## config.mk

```make
export PLATFORM = sky130hd
export DESIGN_NAME = wb_arbiter2
export DESIGN_NICKNAME = d
export VERILOG_FILES = /design/src/rtl/wb_arbiter2.sv
export SDC_FILE = /design/constraint.sdc
export NUM_CORES = 1
export LEC_CHECK = 0
export BUFFER_PORTS_ARGS = -buffer_cell sky130_fd_sc_hd__buf_2
export CELL_PAD_IN_SITES_DETAIL_PLACEMENT = 2
export CELL_PAD_IN_SITES_GLOBAL_PLACEMENT = 2
export CORE_ASPECT_RATIO = 2
export CORE_MARGIN = 4
export CORE_UTILIZATION = 10
export CTS_CLUSTER_DIAMETER = 200
export DETAILED_ROUTE_END_ITERATION = 16
export PLACE_DENSITY_LB_ADDON = 0.1
export SLEW_MARGIN = 20
export SYNTH_ARGS = -nofsm -noshare
export SYNTH_HDL_FRONTEND = slang
export SYNTH_SLANG_ARGS = --single-unit
```

## constraint.sdc

```tcl
create_clock -name clk_i -period 2.2 [get_ports clk_i]
set_clock_uncertainty 0.2 [all_clocks]
set_input_delay 0.55 -clock clk_i [delete_from_list [all_inputs] [get_ports clk_i]]
set_output_delay 0.55 -clock clk_i [all_outputs]
set_load 0.02 [all_outputs]
```

## src/rtl/wb_arbiter2.sv

```systemverilog
// wb_arbiter2: two-master round-robin Wishbone classic arbiter with cyc-based locking.
// Optional watchdog: define WBARB_TIMEOUT_EN to abort stalled owners after TIMEOUT cycles.
module wb_arbiter2 #(
  parameter int AWIDTH  = 15,
  parameter int TIMEOUT = 255
) (
  input  logic              clk_i,
  input  logic              rst_i,
  input  logic              m0_cyc_i,
  input  logic              m0_stb_i,
  input  logic              m0_we_i,
  input  logic [3:0]        m0_sel_i,
  input  logic [AWIDTH-1:0] m0_adr_i,
  input  logic [31:0]       m0_dat_i,
  output logic [31:0]       m0_dat_o,
  output logic              m0_ack_o,
  output logic              m0_err_o,
  input  logic              m1_cyc_i,
  input  logic              m1_stb_i,
  input  logic              m1_we_i,
  input  logic [3:0]        m1_sel_i,
  input  logic [AWIDTH-1:0] m1_adr_i,
  input  logic [31:0]       m1_dat_i,
  output logic [31:0]       m1_dat_o,
  output logic              m1_ack_o,
  output logic              m1_err_o,
  output logic              s_cyc_o,
  output logic              s_stb_o,
  output logic              s_we_o,
  output logic [3:0]        s_sel_o,
  output logic [AWIDTH-1:0] s_adr_o,
  output logic [31:0]       s_dat_o,
  input  logic [31:0]       s_dat_i,
  input  logic              s_ack_i
);
  typedef enum logic [1:0] {S_IDLE, S_GNT0, S_GNT1} state_t;
  state_t state_q, state_d;
  logic last_q, last_d;
  logic g0, g1, req0, req1, expire;
  assign g0 = state_q == S_GNT0;
  assign g1 = state_q == S_GNT1;
`ifdef WBARB_TIMEOUT_EN
  localparam int CW = $clog2(TIMEOUT + 1);
  logic [CW-1:0] cnt_q, cnt_d;
  logic [1:0] blk_q, blk_d;
  // an aborted owner stays blocked until it drops cyc once
  assign req0 = m0_cyc_i && !blk_q[0];
  assign req1 = m1_cyc_i && !blk_q[1];
  assign expire = s_stb_o && !s_ack_i && cnt_q == CW'(TIMEOUT - 1);
  always_comb begin
    cnt_d = (state_d != state_q || s_ack_i || state_q == S_IDLE) ? '0 : s_stb_o ? cnt_q + 1'b1 : cnt_q;
    blk_d[0] = m0_cyc_i && (blk_q[0] || (expire && g0));
    blk_d[1] = m1_cyc_i && (blk_q[1] || (expire && g1));
  end
  always_ff @(posedge clk_i or posedge rst_i)
    if (rst_i) begin
      cnt_q <= '0;
      blk_q <= '0;
    end else begin
      cnt_q <= cnt_d;
      blk_q <= blk_d;
    end
  assign m0_err_o = expire && g0;
  assign m1_err_o = expire && g1;
`else
  assign req0 = m0_cyc_i;
  assign req1 = m1_cyc_i;
  assign expire = 1'b0 && (TIMEOUT > 0);
  assign m0_err_o = 1'b0;
  assign m1_err_o = 1'b0;
`endif
  always_comb begin
    state_d = state_q;
    last_d = last_q;
    if (expire) begin
      state_d = S_IDLE;
      last_d = g1;
    end else if (state_q == S_IDLE)
      state_d = (req0 && (!req1 || last_q)) ? S_GNT0 : req1 ? S_GNT1 : S_IDLE;
    else if (g0 && !m0_cyc_i) begin
      last_d = 1'b0;
      state_d = req1 ? S_GNT1 : S_IDLE;
    end else if (g1 && !m1_cyc_i) begin
      last_d = 1'b1;
      state_d = req0 ? S_GNT0 : S_IDLE;
    end
  end
  always_ff @(posedge clk_i or posedge rst_i)
    if (rst_i) begin
      state_q <= S_IDLE;
      last_q <= 1'b1;
    end else begin
      state_q <= state_d;
      last_q <= last_d;
    end
  assign s_cyc_o  = g0 ? m0_cyc_i : g1 ? m1_cyc_i : 1'b0;
  assign s_stb_o  = g0 ? m0_stb_i : g1 ? m1_stb_i : 1'b0;
  assign s_we_o   = g0 ? m0_we_i  : g1 ? m1_we_i  : 1'b0;
  assign s_sel_o  = g0 ? m0_sel_i : g1 ? m1_sel_i : '0;
  assign s_adr_o  = g0 ? m0_adr_i : g1 ? m1_adr_i : '0;
  assign s_dat_o  = g0 ? m0_dat_i : g1 ? m1_dat_i : '0;
  assign m0_ack_o = g0 && s_ack_i;
  assign m1_ack_o = g1 && s_ack_i;
  assign m0_dat_o = g0 ? s_dat_i : '0;
  assign m1_dat_o = g1 ? s_dat_i : '0;
endmodule
```

==> results of run 1 <==
final cells by class:
class / instances / area [um^2] / share of cell area (%)
Timing Repair Buffer: 272 / 1870 / 58.4
Clock buffer: 4 / 78.8 / 2.46
Multi-Input combinational cell: 135 / 987 / 30.8
Inverter: 3 / 11.3 / 0.351
Sequential cell: 3 / 78.8 / 2.46
Tap cell: 142 / 178 / 5.54
kinds of logic after synthesis:
kind of cell    synth area share [%]
simple gates                    38.1
flops                           6.54
other cells                    0.321
buf+inv                         11.7
compound gates                  43.4
where the power goes:
group	leakage [nW]	internal, mW	switching (mW)
combinational	1.75	1.55	1.80
sequential	0.0296	0.0879	0.0299
clock	0.0382	0.239	0.0481
metal layers:
layer  up-vias  share of wire [%]  track usage, %
met5         -                  0               0
met4         0               0.33            1.30
met3         4                 14            6.37
met2       210                 50            25.6
met1      1090                 36            15.4
li1       1085                  -               -
through the flow:
| step | total power [mW] | worst slack (ns) |
|---|---|---|
| 2_1_floorplan | 1.86 | 0.302 |
| 3_3_place_gp | 2.89 | 0.0900 |
| 3_5_place_dp | 2.91 | 0.0797 |
| 4_1_cts | 3.46 | -0.00985 |
| 5_1_grt | 4.00 | -0.0533 |
| 6_report | 3.75 | 0.0103 |
timing repair:
action	CTS	global route
buffers inserted	4	0
endpoints found under the setup margin	120	113
endpoints found under the hold margin	2	0
hold buffers	1	0
pin swaps	0	4
cloned	1	0
gates resized for setup	50	106
registers in the layout (all words and copies together), names as in the netlist:
name,cells
state_q,2
last_q,1
worst max path at each step:
| stage | startpoint | end | cells past startpoint |
|---|---|---|---|
| finish | state_q[0]$_DFFE_PP0P_ | s_dat_o[6] | 4 |
| global route | state_q[1]$_DFFE_PP0P_ | s_dat_o[6] | 4 |
| CTS | state_q[0]$_DFFE_PP0P_ | m1_dat_o[16] | 5 |
| global placement | state_q[0]$_DFFE_PP0P_ | s_dat_o[13] | 5 |
| detailed placement | state_q[0]$_DFFE_PP0P_ | s_dat_o[13] | 5 |
| floorplan | state_q[1]$_DFFE_PP0P_ | m1_ack_o | 5 |
Yosys cell counts, drive strengths merged:
library cell   n  area, um^2
inv            3        11.3
nor2           3        13.8
clkbuf         3        11.3
o2bb2ai        1        8.76
dfrtp          2        50.1
and2          66         413
conb           1        3.75
nor2b          1        6.26
o21ai          5        25.0
dfstp          1        26.3
a22o          54         473
buf           18         114
nand2          3        11.3
worst max-delay path: cells and delay by family, from the launching register on:
family,cells,cell delay [ns]
flops,1,0.43
buf+inv,2,0.35
simple gates,1,0.23
compound gates,1,0.20
==> impl_results.md, run 1 <==
- CTS H-tree depth: 1
- Initial drt markers: 34
- Unrepaired setup endpoints after global routing: true
- Final Hold Fails: 0
- Tcrit/Tclk final: 99.5%
- CP max stage cell: dfrtp_2
- # fillers: 1,382
- CTS Sinks: 3
- CTS Root Cell: clkbuf_16
- Chip Width: 84.4 um
- R2R cell count: 3
- Post-DP Area: 0.00264 mm^2
- Mapped Cells: 161
- Clock transition at path regs: 0.03 ns
- Largest net degree at the start of global routing: 49
- Placed insts: 550
- Vias in the first global route: 2,725
- Type of origin of the critical path: register
- Worst r2r dst: state_q[0]$_DFFE_PP0P_
- Final WL: 10,100 um
- F_max: 457 MHz
- Yosys reg bits: 3
- RD Place Congestion: 0.800
- Most frequent cells in the layout: buf_2, and2_1, a22o_1, buf_6, buf_4
- Share of post-route cells with drive strength above 1: 68.1%
- Die height: 161 um
- PD cells: 1170 mW/mm^2
- Cell variety after synth: 17
- # port buffers: 262
- Share of the yosys chip area belonging to registers: 6.54%
- Cell Count, Final, Fillers Out: 559
- Max Slew Vio Count: 0
- Syn avg cell area: 7.25 um^2
- CP cell instances: nor2b_4 > buf_12 > a22o_1 > buf_6
- Initial antenna violation count: 0
- Starting Density: 10.3%
- Total of max-cap violations: 0
- Area delta synth->final: 174%
- Final core utilization: 28.2%
- # setup viols final: 0
- Core ar.: 0.0114 mm^2
- Num CTS Buffers: 3
- Grt total ovfl: 0
- Critical path's largest stage delay: 0.43 ns
- Hpwl dp: 8540 um
- Layout Nets: 561
- # DRC: 0
- Number of diodes: 0
- Hold Crit Class: reg2reg
- Final instance area: 0.00320 mm^2
- Status: finished clean
- WP data required: 1.45 ns
- Setup CP Type: reg2out
- Arrival time worst endpoint: 1.44 ns
- CTS tree: yes
- Peak supply drop: 0.306 mV
- Worst R2R Start: last_q$_DFFE_PP1P_
- Ports: 265
- DRT antenna net count: 0
- Final Hold Slack: 0.299 ns
- Worst hold stages: 2
- Worst hold path startpoint: last_q$_DFFE_PP1P_
- Crit path max fanout: 30
- Router iterations before antenna repair: 4
- First-pass GRT wire length: 15,400 um
- Hold EP: last_q$_DFFE_PP1P_
- R2R Setup Slk: 1.01 ns
- Most common cell after layout, fill and taps aside: buf_2
- Clock Latency Late Sink: 0.22 ns
- GR Util All Layers: 14.1%
- Clock tree buffer depth: 2
- Mapped Area: 0.00117 mm^2
- TNS Setup: 0 ns
- Avg Vias per Cell: 4.27
- # rows: 55
- Synth warn: 0
- Worst setup EP type: primary output
- Routed len/inst: 18.0 um
- DIE AREA: 0.0136 mm^2
- Leakage: 1.82 nW
- Final Critical Period: 2.19 ns
- Detailed-route via count: 2,389
Power figures use the tool's default switching activity.
==> run 2, diff against run 1 <==
- clock period: 2.2 -> 2.7 ns (I/O delays scaled with it)
==> run 2 against run 1 <==
- register-to-register slack gained 0.54 ns
- clock power shrank 18%
- setup slack gained 0.18 ns
- first-iteration DRC count grew 15%
- critical endpoint is now s_adr_o[10]
==> impl_results.md, run 2 (same netlist as run 1, synthesis figures left out) <==
- Combinational share of power: 86.7% (-2.5 points)
- Peak supply drop: 0.287 mV (-6.2%)
- Grt total ovfl: 0 (unchanged)
- # setup viols final: 0 (unchanged)
- Starting Density: 10.3% (unchanged)
- CTS H-tree depth: 1 (unchanged)
- Area delta synth->final: 130%
- Most frequent cells in the layout: buf_2, and2_1, a22o_1, o21ai_0
- Total of max-cap violations: 0 (unchanged)
- Largest net degree at the start of global routing: 88 (+80%)
- Share of post-route cells with drive strength above 1: 66.5% (-1.6 points)
- # fillers: 1,436 (+3.9%)
- Num CTS Buffers: 3 (unchanged)
- # DRC: 0 (unchanged)
- Post-CTS setup buffers: 0 (-4)
- Type of origin of the critical path: register
- CTS tree: yes
- # port buffers: 262 (unchanged)
- CP cell instances: nor2b_4 > buf_4 > a22o_1 > buf_2
- Dpl ws: 0.403 ns (+0.323 ns)
- PD cells: 932 mW/mm^2 (-20%)
- Final core utilization: 23.7% (-4.5 points)
- Clock transition at path regs: 0.03 ns (about the same)
- Detailed-route via count: 2,350 (-1.6%)
- RD Place Congestion: 0.765 (-4.4%)
- Router iterations before antenna repair: 4 (unchanged)
- Tcrit/Tclk final: 93.0%
- DIE AREA: 0.0136 mm^2 (unchanged)
- Largest registers: state_q (2), last_q (1)
- CTS Sinks: 3 (unchanged)
- CP max stage cell: dfrtp_1
- Hpwl dp: 8460 um (-0.92%)
- DRT antenna net count: 0 (unchanged)
- Unrepaired setup endpoints after global routing: false
- Setup CP Type: reg2out
- Avg Vias per Cell: 4.24 (-0.74%)
- Die height: 161 um (unchanged)
- GR Util All Layers: 13.4% (-0.66 points)
- Clock tree buffer depth: 2 (unchanged)
- Hold Crit Class: in2async
- Core ar.: 0.0114 mm^2 (unchanged)
- Layout Nets: 556 (-0.89%)
- Worst setup margin: 0.190 ns (+0.180 ns)
- Initial drt markers: 39 (+15%)
- Clock Latency Late Sink: 0.22 ns (about the same)
- Ports: 265 (unchanged)
- CTS Root Cell: clkbuf_16
- Clock share of power: 9.4% (+1.7 points)
- Placed insts: 550 (unchanged)
- Leakage: 1.73 nW (-5.0%)
- Switching share of power: 56.9% (+6.9 points)
- Final instance area: 0.00269 mm^2 (-16%)
- Switch Pwr: 1.43 mW (-24%)
- CTS Hold Bufs: 0 (-1)
- Post-DP Area: 0.00261 mm^2 (-0.95%)
- Crit path max fanout: 18 (-40%)
- TNS Setup: 0 ns (unchanged)
- Final Critical Period: 2.51 ns
- First-pass GRT wire length: 14,800 um (-3.9%)
- Cell Count, Final, Fillers Out: 554 (-0.89%)
- Arrival time worst endpoint: 1.63 ns (+0.19 ns)
- F_max: 398 MHz
- Flop pwr share: 3.9% (+0.8 points)
- Initial antenna violation count: 0 (unchanged)
- PostCTS Resize Cnt: 0 (-100%)
- Final Hold Fails: 0 (unchanged)
- Max Slew Vio Count: 0 (unchanged)
- Most common cell after layout, fill and taps aside: buf_2
- Pint: 1.08 mW (-42%)
- Register name with the most flops: state_q
- Worst setup EP type: primary output
- Max reg flops: 2 (unchanged)
- Critical path's largest stage delay: 0.44 ns (about the same)
- Number of diodes: 0 (unchanged)
- WP data required: 1.82 ns (+0.37 ns)
- Chip Width: 84.4 um (unchanged)
- # rows: 55 (unchanged)
- Status: finished clean
- Final WL: 9770 um (-3.1%)
- Vias in the first global route: 2,686 (-1.4%)
- Routed len/inst: 17.6 um (-2.3%)
-- run 2: cell types whose count changed in the layout (fill, tap and decap cells not counted), moves of 2 or more --
cell / previous run / this run
buf_2: 166 / 262
and2_4: 3 / 0
buf_6: 51 / 0
and2_1: 63 / 66
dfrtp_1: 0 / 2
buf_4: 49 / 3
buf_12: 4 / 2
dfrtp_2: 2 / 0
-- run 2: through the flow --
| stage | hold slack [ns] | total power [mW] |
|---|---|---|
| floorplan | 0.228 | 1.52 |
| global placement | 0.295 | 2.32 |
| detailed placement | 0.316 | 2.32 |
| CTS | 0.114 | 2.57 |
| global route | 0.127 | 2.71 |
| finish | 0.111 | 2.51 |
-- run 2: area by class of cell --
| type | instances | area (um^2) | area share (%) |
|---|---|---|---|
| clock buffer | 4 | 78.8 | 2.93 |
| sequential | 3 | 76.3 | 2.84 |
| multi-input combinational | 135 | 971 | 36.1 |
| inverter | 3 | 11.3 | 0.419 |
| timing repair buffer | 267 | 1370 | 51.1 |
| tap | 142 | 178 | 6.61 |
-- run 2: critical path: cells and delay by family (launching register included) --
kind,cells,cell delay (ns)
buffers and inverters,2,0.45
flip-flops,1,0.44
AO/OA/AOI/OAI,1,0.18
AND/OR/NAND/NOR,1,0.34
-- run 2: path summary, 6_finish.rpt --
kind / from / end / slack, ns / cells after the start
worst max-delay path: state_q[1]$_DFFE_PP0P_ / s_adr_o[10] / 0.19 / 4
worst min-delay path: rst_i / state_q[0]$_DFFE_PP0P_ / 0.11 / 2
worst max register to register: last_q$_DFFE_PP1P_ / state_q[0]$_DFFE_PP0P_ / 1.55 / 3
worst min register to register: last_q$_DFFE_PP1P_ / last_q$_DFFE_PP1P_ / 0.31 / 2
max in group asynchronous: rst_i / last_q$_DFFE_PP1P_ / 1.98 / 2
min in group clk_i: last_q$_DFFE_PP1P_ / last_q$_DFFE_PP1P_ / 0.31 / 2
-- run 2: routing by layer --
layer	vias to the layer above	track usage (%)	routed length, um
met1	1059	13.5	3360
met3	2	5.39	1330
li1	1077	-	-
met4	0	1.30	14
met2	212	26.3	5060
met5	-	0	0
-- run 2: power by group through the flow --
stage / registers (mW) / logic [mW] / clock network (mW)
final: 0.0983 / 2.17 / 0.235
after global routing: 0.102 / 2.36 / 0.246
after CTS: 0.0995 / 2.23 / 0.240
after detailed placement: 0.100 / 2.22 / 0
after global placement: 0.0994 / 2.22 / 0
after floorplan: 0.0858 / 1.43 / 0
==> run 3, diff against run 2 <==
- CORE_ASPECT_RATIO: 2 -> default
==> run 3 against run 2 <==
- first-iteration DRC count rose by 77%
- global-route usage fell by 0.63 points
- clock power about the same
- sequential share of layout area about the same
- wire length shrank 2.4%
- power increased by 0.22%
- via count down 3.6%
- cell count unchanged
- non-clock buffer count shrank 1
- core utilization is 0.077 points lower
- design area grew 0.23%
==> impl_results.md, run 3 (same netlist as run 1, synthesis figures left out) <==
- Status: finished clean
- Worst setup EP type: primary output
- CTS tree: yes
- DIE AREA: 0.0135 mm^2 (-0.77%)
- Type of origin of the critical path: register
- PostCTS Resize Cnt: 0 (unchanged)
- Hold Crit Class: in2async
- Max Slew Vio Count: 0 (unchanged)
- Final instance area: 0.00270 mm^2 (+0.23%)
- CTS Sinks: 3 (unchanged)
- Initial antenna violation count: 0 (unchanged)
- Clock Latency Late Sink: 0.22 ns (about the same)
- # DRC: 0 (unchanged)
- Clock tree buffer depth: 2 (unchanged)
- CTS Root Cell: clkbuf_16
- Clock share of power: 9.4% (about the same)
- Register name with the most flops: state_q
- F_max: 402 MHz (+0.94%)
- Initial drt markers: 69 (+77%)
- TNS Setup: 0 ns (unchanged)
- Post-CTS setup buffers: 0 (unchanged)
- # setup viols final: 0 (unchanged)
- Ports: 265 (unchanged)
- Post-DP Area: 0.00262 mm^2 (+0.24%)
- Combinational share of power: 86.7% (about the same)
- Highest metal used: met4
- Arrival time worst endpoint: 1.61 ns (-0.02 ns)
- Vias in the first global route: 2,530 (-5.8%)
- Leakage: 1.73 nW (-0.11%)
- Share of post-route cells with drive strength above 1: 66.4% (-0.081 points)
- Die height: 116 um (-28%)
- Most common cell after layout, fill and taps aside: buf_2
- CP max stage cell: dfrtp_1
- Number of diodes: 0 (unchanged)
- Final Hold Fails: 0 (unchanged)
- Wl on met1: 3270 um (-2.5%)
- Pwr Total: 2.51 mW (+0.22%)
- Largest net degree at the start of global routing: 52 (-41%)
- DRT antenna net count: 0 (unchanged)
- Num CTS Buffers: 3 (unchanged)
- Final Critical Period: 2.49 ns (-0.0233 ns)
- Grt total ovfl: 0 (unchanged)
- Chip Width: 116 um (+37%)
- Crit path max fanout: 36 (+18)
- Switch Pwr: 1.42 mW (-0.20%)
- Avg Vias per Cell: 4.09 (-3.6%)
- # port buffers: 262 (unchanged)
- Area delta synth->final: 131%
- # rows: 39 (-29%)
- Setup CP Type: reg2out
- Critical path's largest stage delay: 0.45 ns (about the same)
- Most frequent cells in the layout: buf_2, and2_1, a22o_1, o21ai_0
- CTS Hold Bufs: 0 (unchanged)
- CTS H-tree depth: 1 (unchanged)
- Detailed-route via count: 2,265 (-3.6%)
- First-pass GRT wire length: 13,600 um (-8.4%)
- Starting Density: 10.2% (-0.057 points)
- Core ar.: 0.0114 mm^2 (+0.56%)
- Largest registers: state_q (2), last_q (1)
- RD Place Congestion: 0.708 (-7.5%)
- Max reg flops: 2 (unchanged)
- Unrepaired setup endpoints after global routing: false
- GR Util All Layers: 12.8% (-0.63 points)
- Layout Nets: 555 (-0.18%)
- Final core utilization: 23.6% (-0.077 points)
- Total of max-cap violations: 0 (unchanged)
- Clock transition at path regs: 0.03 ns (about the same)
- Flop pwr share: 3.9% (about the same)
- Switching share of power: 56.7% (-0.24 points)
- Met2 wire length: 4930 um (-2.5%)
- Final WL: 9530 um (-2.4%)
- # fillers: 1,417 (-1.3%)
- Hpwl dp: 8240 um (-2.6%)
- Routed wl met3: 1210 um (-9.4%)
- WP data required: 1.82 ns (about the same)
- Peak supply drop: 0.291 mV (+1.5%)
- Final Hold Slack: 0.114 ns (+0.00288 ns)
- Tcrit/Tclk final: 92.1% (-0.86 points)
- Routed len/inst: 17.2 um (-2.4%)
- PD cells: 932 mW/mm^2 (about the same)
- Router iterations before antenna repair: 4 (unchanged)
- CP cell instances: inv_2 > nor2_4 > buf_4 > a22o_1 > buf_2
- Pint: 1.09 mW (+0.77%)
run 3: path summary, 6_finish.rpt:
path                                         from                endpoint  slack [ns]  depth (start not counted)
max                        state_q[0]$_DFFE_PP0P_              s_adr_o[1]        0.21                          5
min                                         rst_i  state_q[1]$_DFFE_PP0P_        0.11                          2
max reg2reg                    last_q$_DFFE_PP1P_  state_q[0]$_DFFE_PP0P_        1.56                          3
min reg2reg                    last_q$_DFFE_PP1P_      last_q$_DFFE_PP1P_        0.30                          2
max in group asynchronous                   rst_i      last_q$_DFFE_PP1P_        1.97                          2
min in group clk_i             last_q$_DFFE_PP1P_      last_q$_DFFE_PP1P_        0.30                          2
run 3: critical path, delay by kind of cell, from the launching register on:
kind	cells	cell delay (ns)
flip-flops	1	0.45
buffers and inverters	3	0.62
AND/OR/NAND/NOR	1	0.12
AO/OA/AOI/OAI	1	0.20
run 3: power groups by stage:
stage	registers, mW	clock network [mW]	logic, mW
after floorplan	0.0858	0	1.43
final	0.0984	0.236	2.18
after global placement	0.0975	0	2.23
after global routing	0.104	0.250	2.37
after CTS	0.0994	0.242	2.23
after detailed placement	0.0987	0	2.23
run 3: metal layers:
metal	up-vias	GRT usage [%]
li1	1071	-
met1	1026	13.3
met2	160	24.7
met3	8	4.33
met4	0	2.55
met5	-	0
run 3: layout make-up:
| class | count | area (um^2) | share of cell area [%] |
|---|---|---|---|
| Clock buffer | 4 | 78.8 | 2.92 |
| Inverter | 3 | 11.3 | 0.418 |
| Multi-Input combinational cell | 135 | 971 | 36.0 |
| Sequential cell | 3 | 76.3 | 2.83 |
| Tap cell | 143 | 179 | 6.64 |
| Timing Repair Buffer | 266 | 1380 | 51.2 |
run 3: through the flow:
| stage | setup WS, ns | std cells |
|---|---|---|
| after CTS | 0.193 | 554 |
| after global routing | 0.0637 | 554 |
| after detailed placement | 0.427 | 550 |
| after global placement | 0.455 | 550 |
| after floorplan | 0.677 | 162 |
| final | 0.213 | 554 |
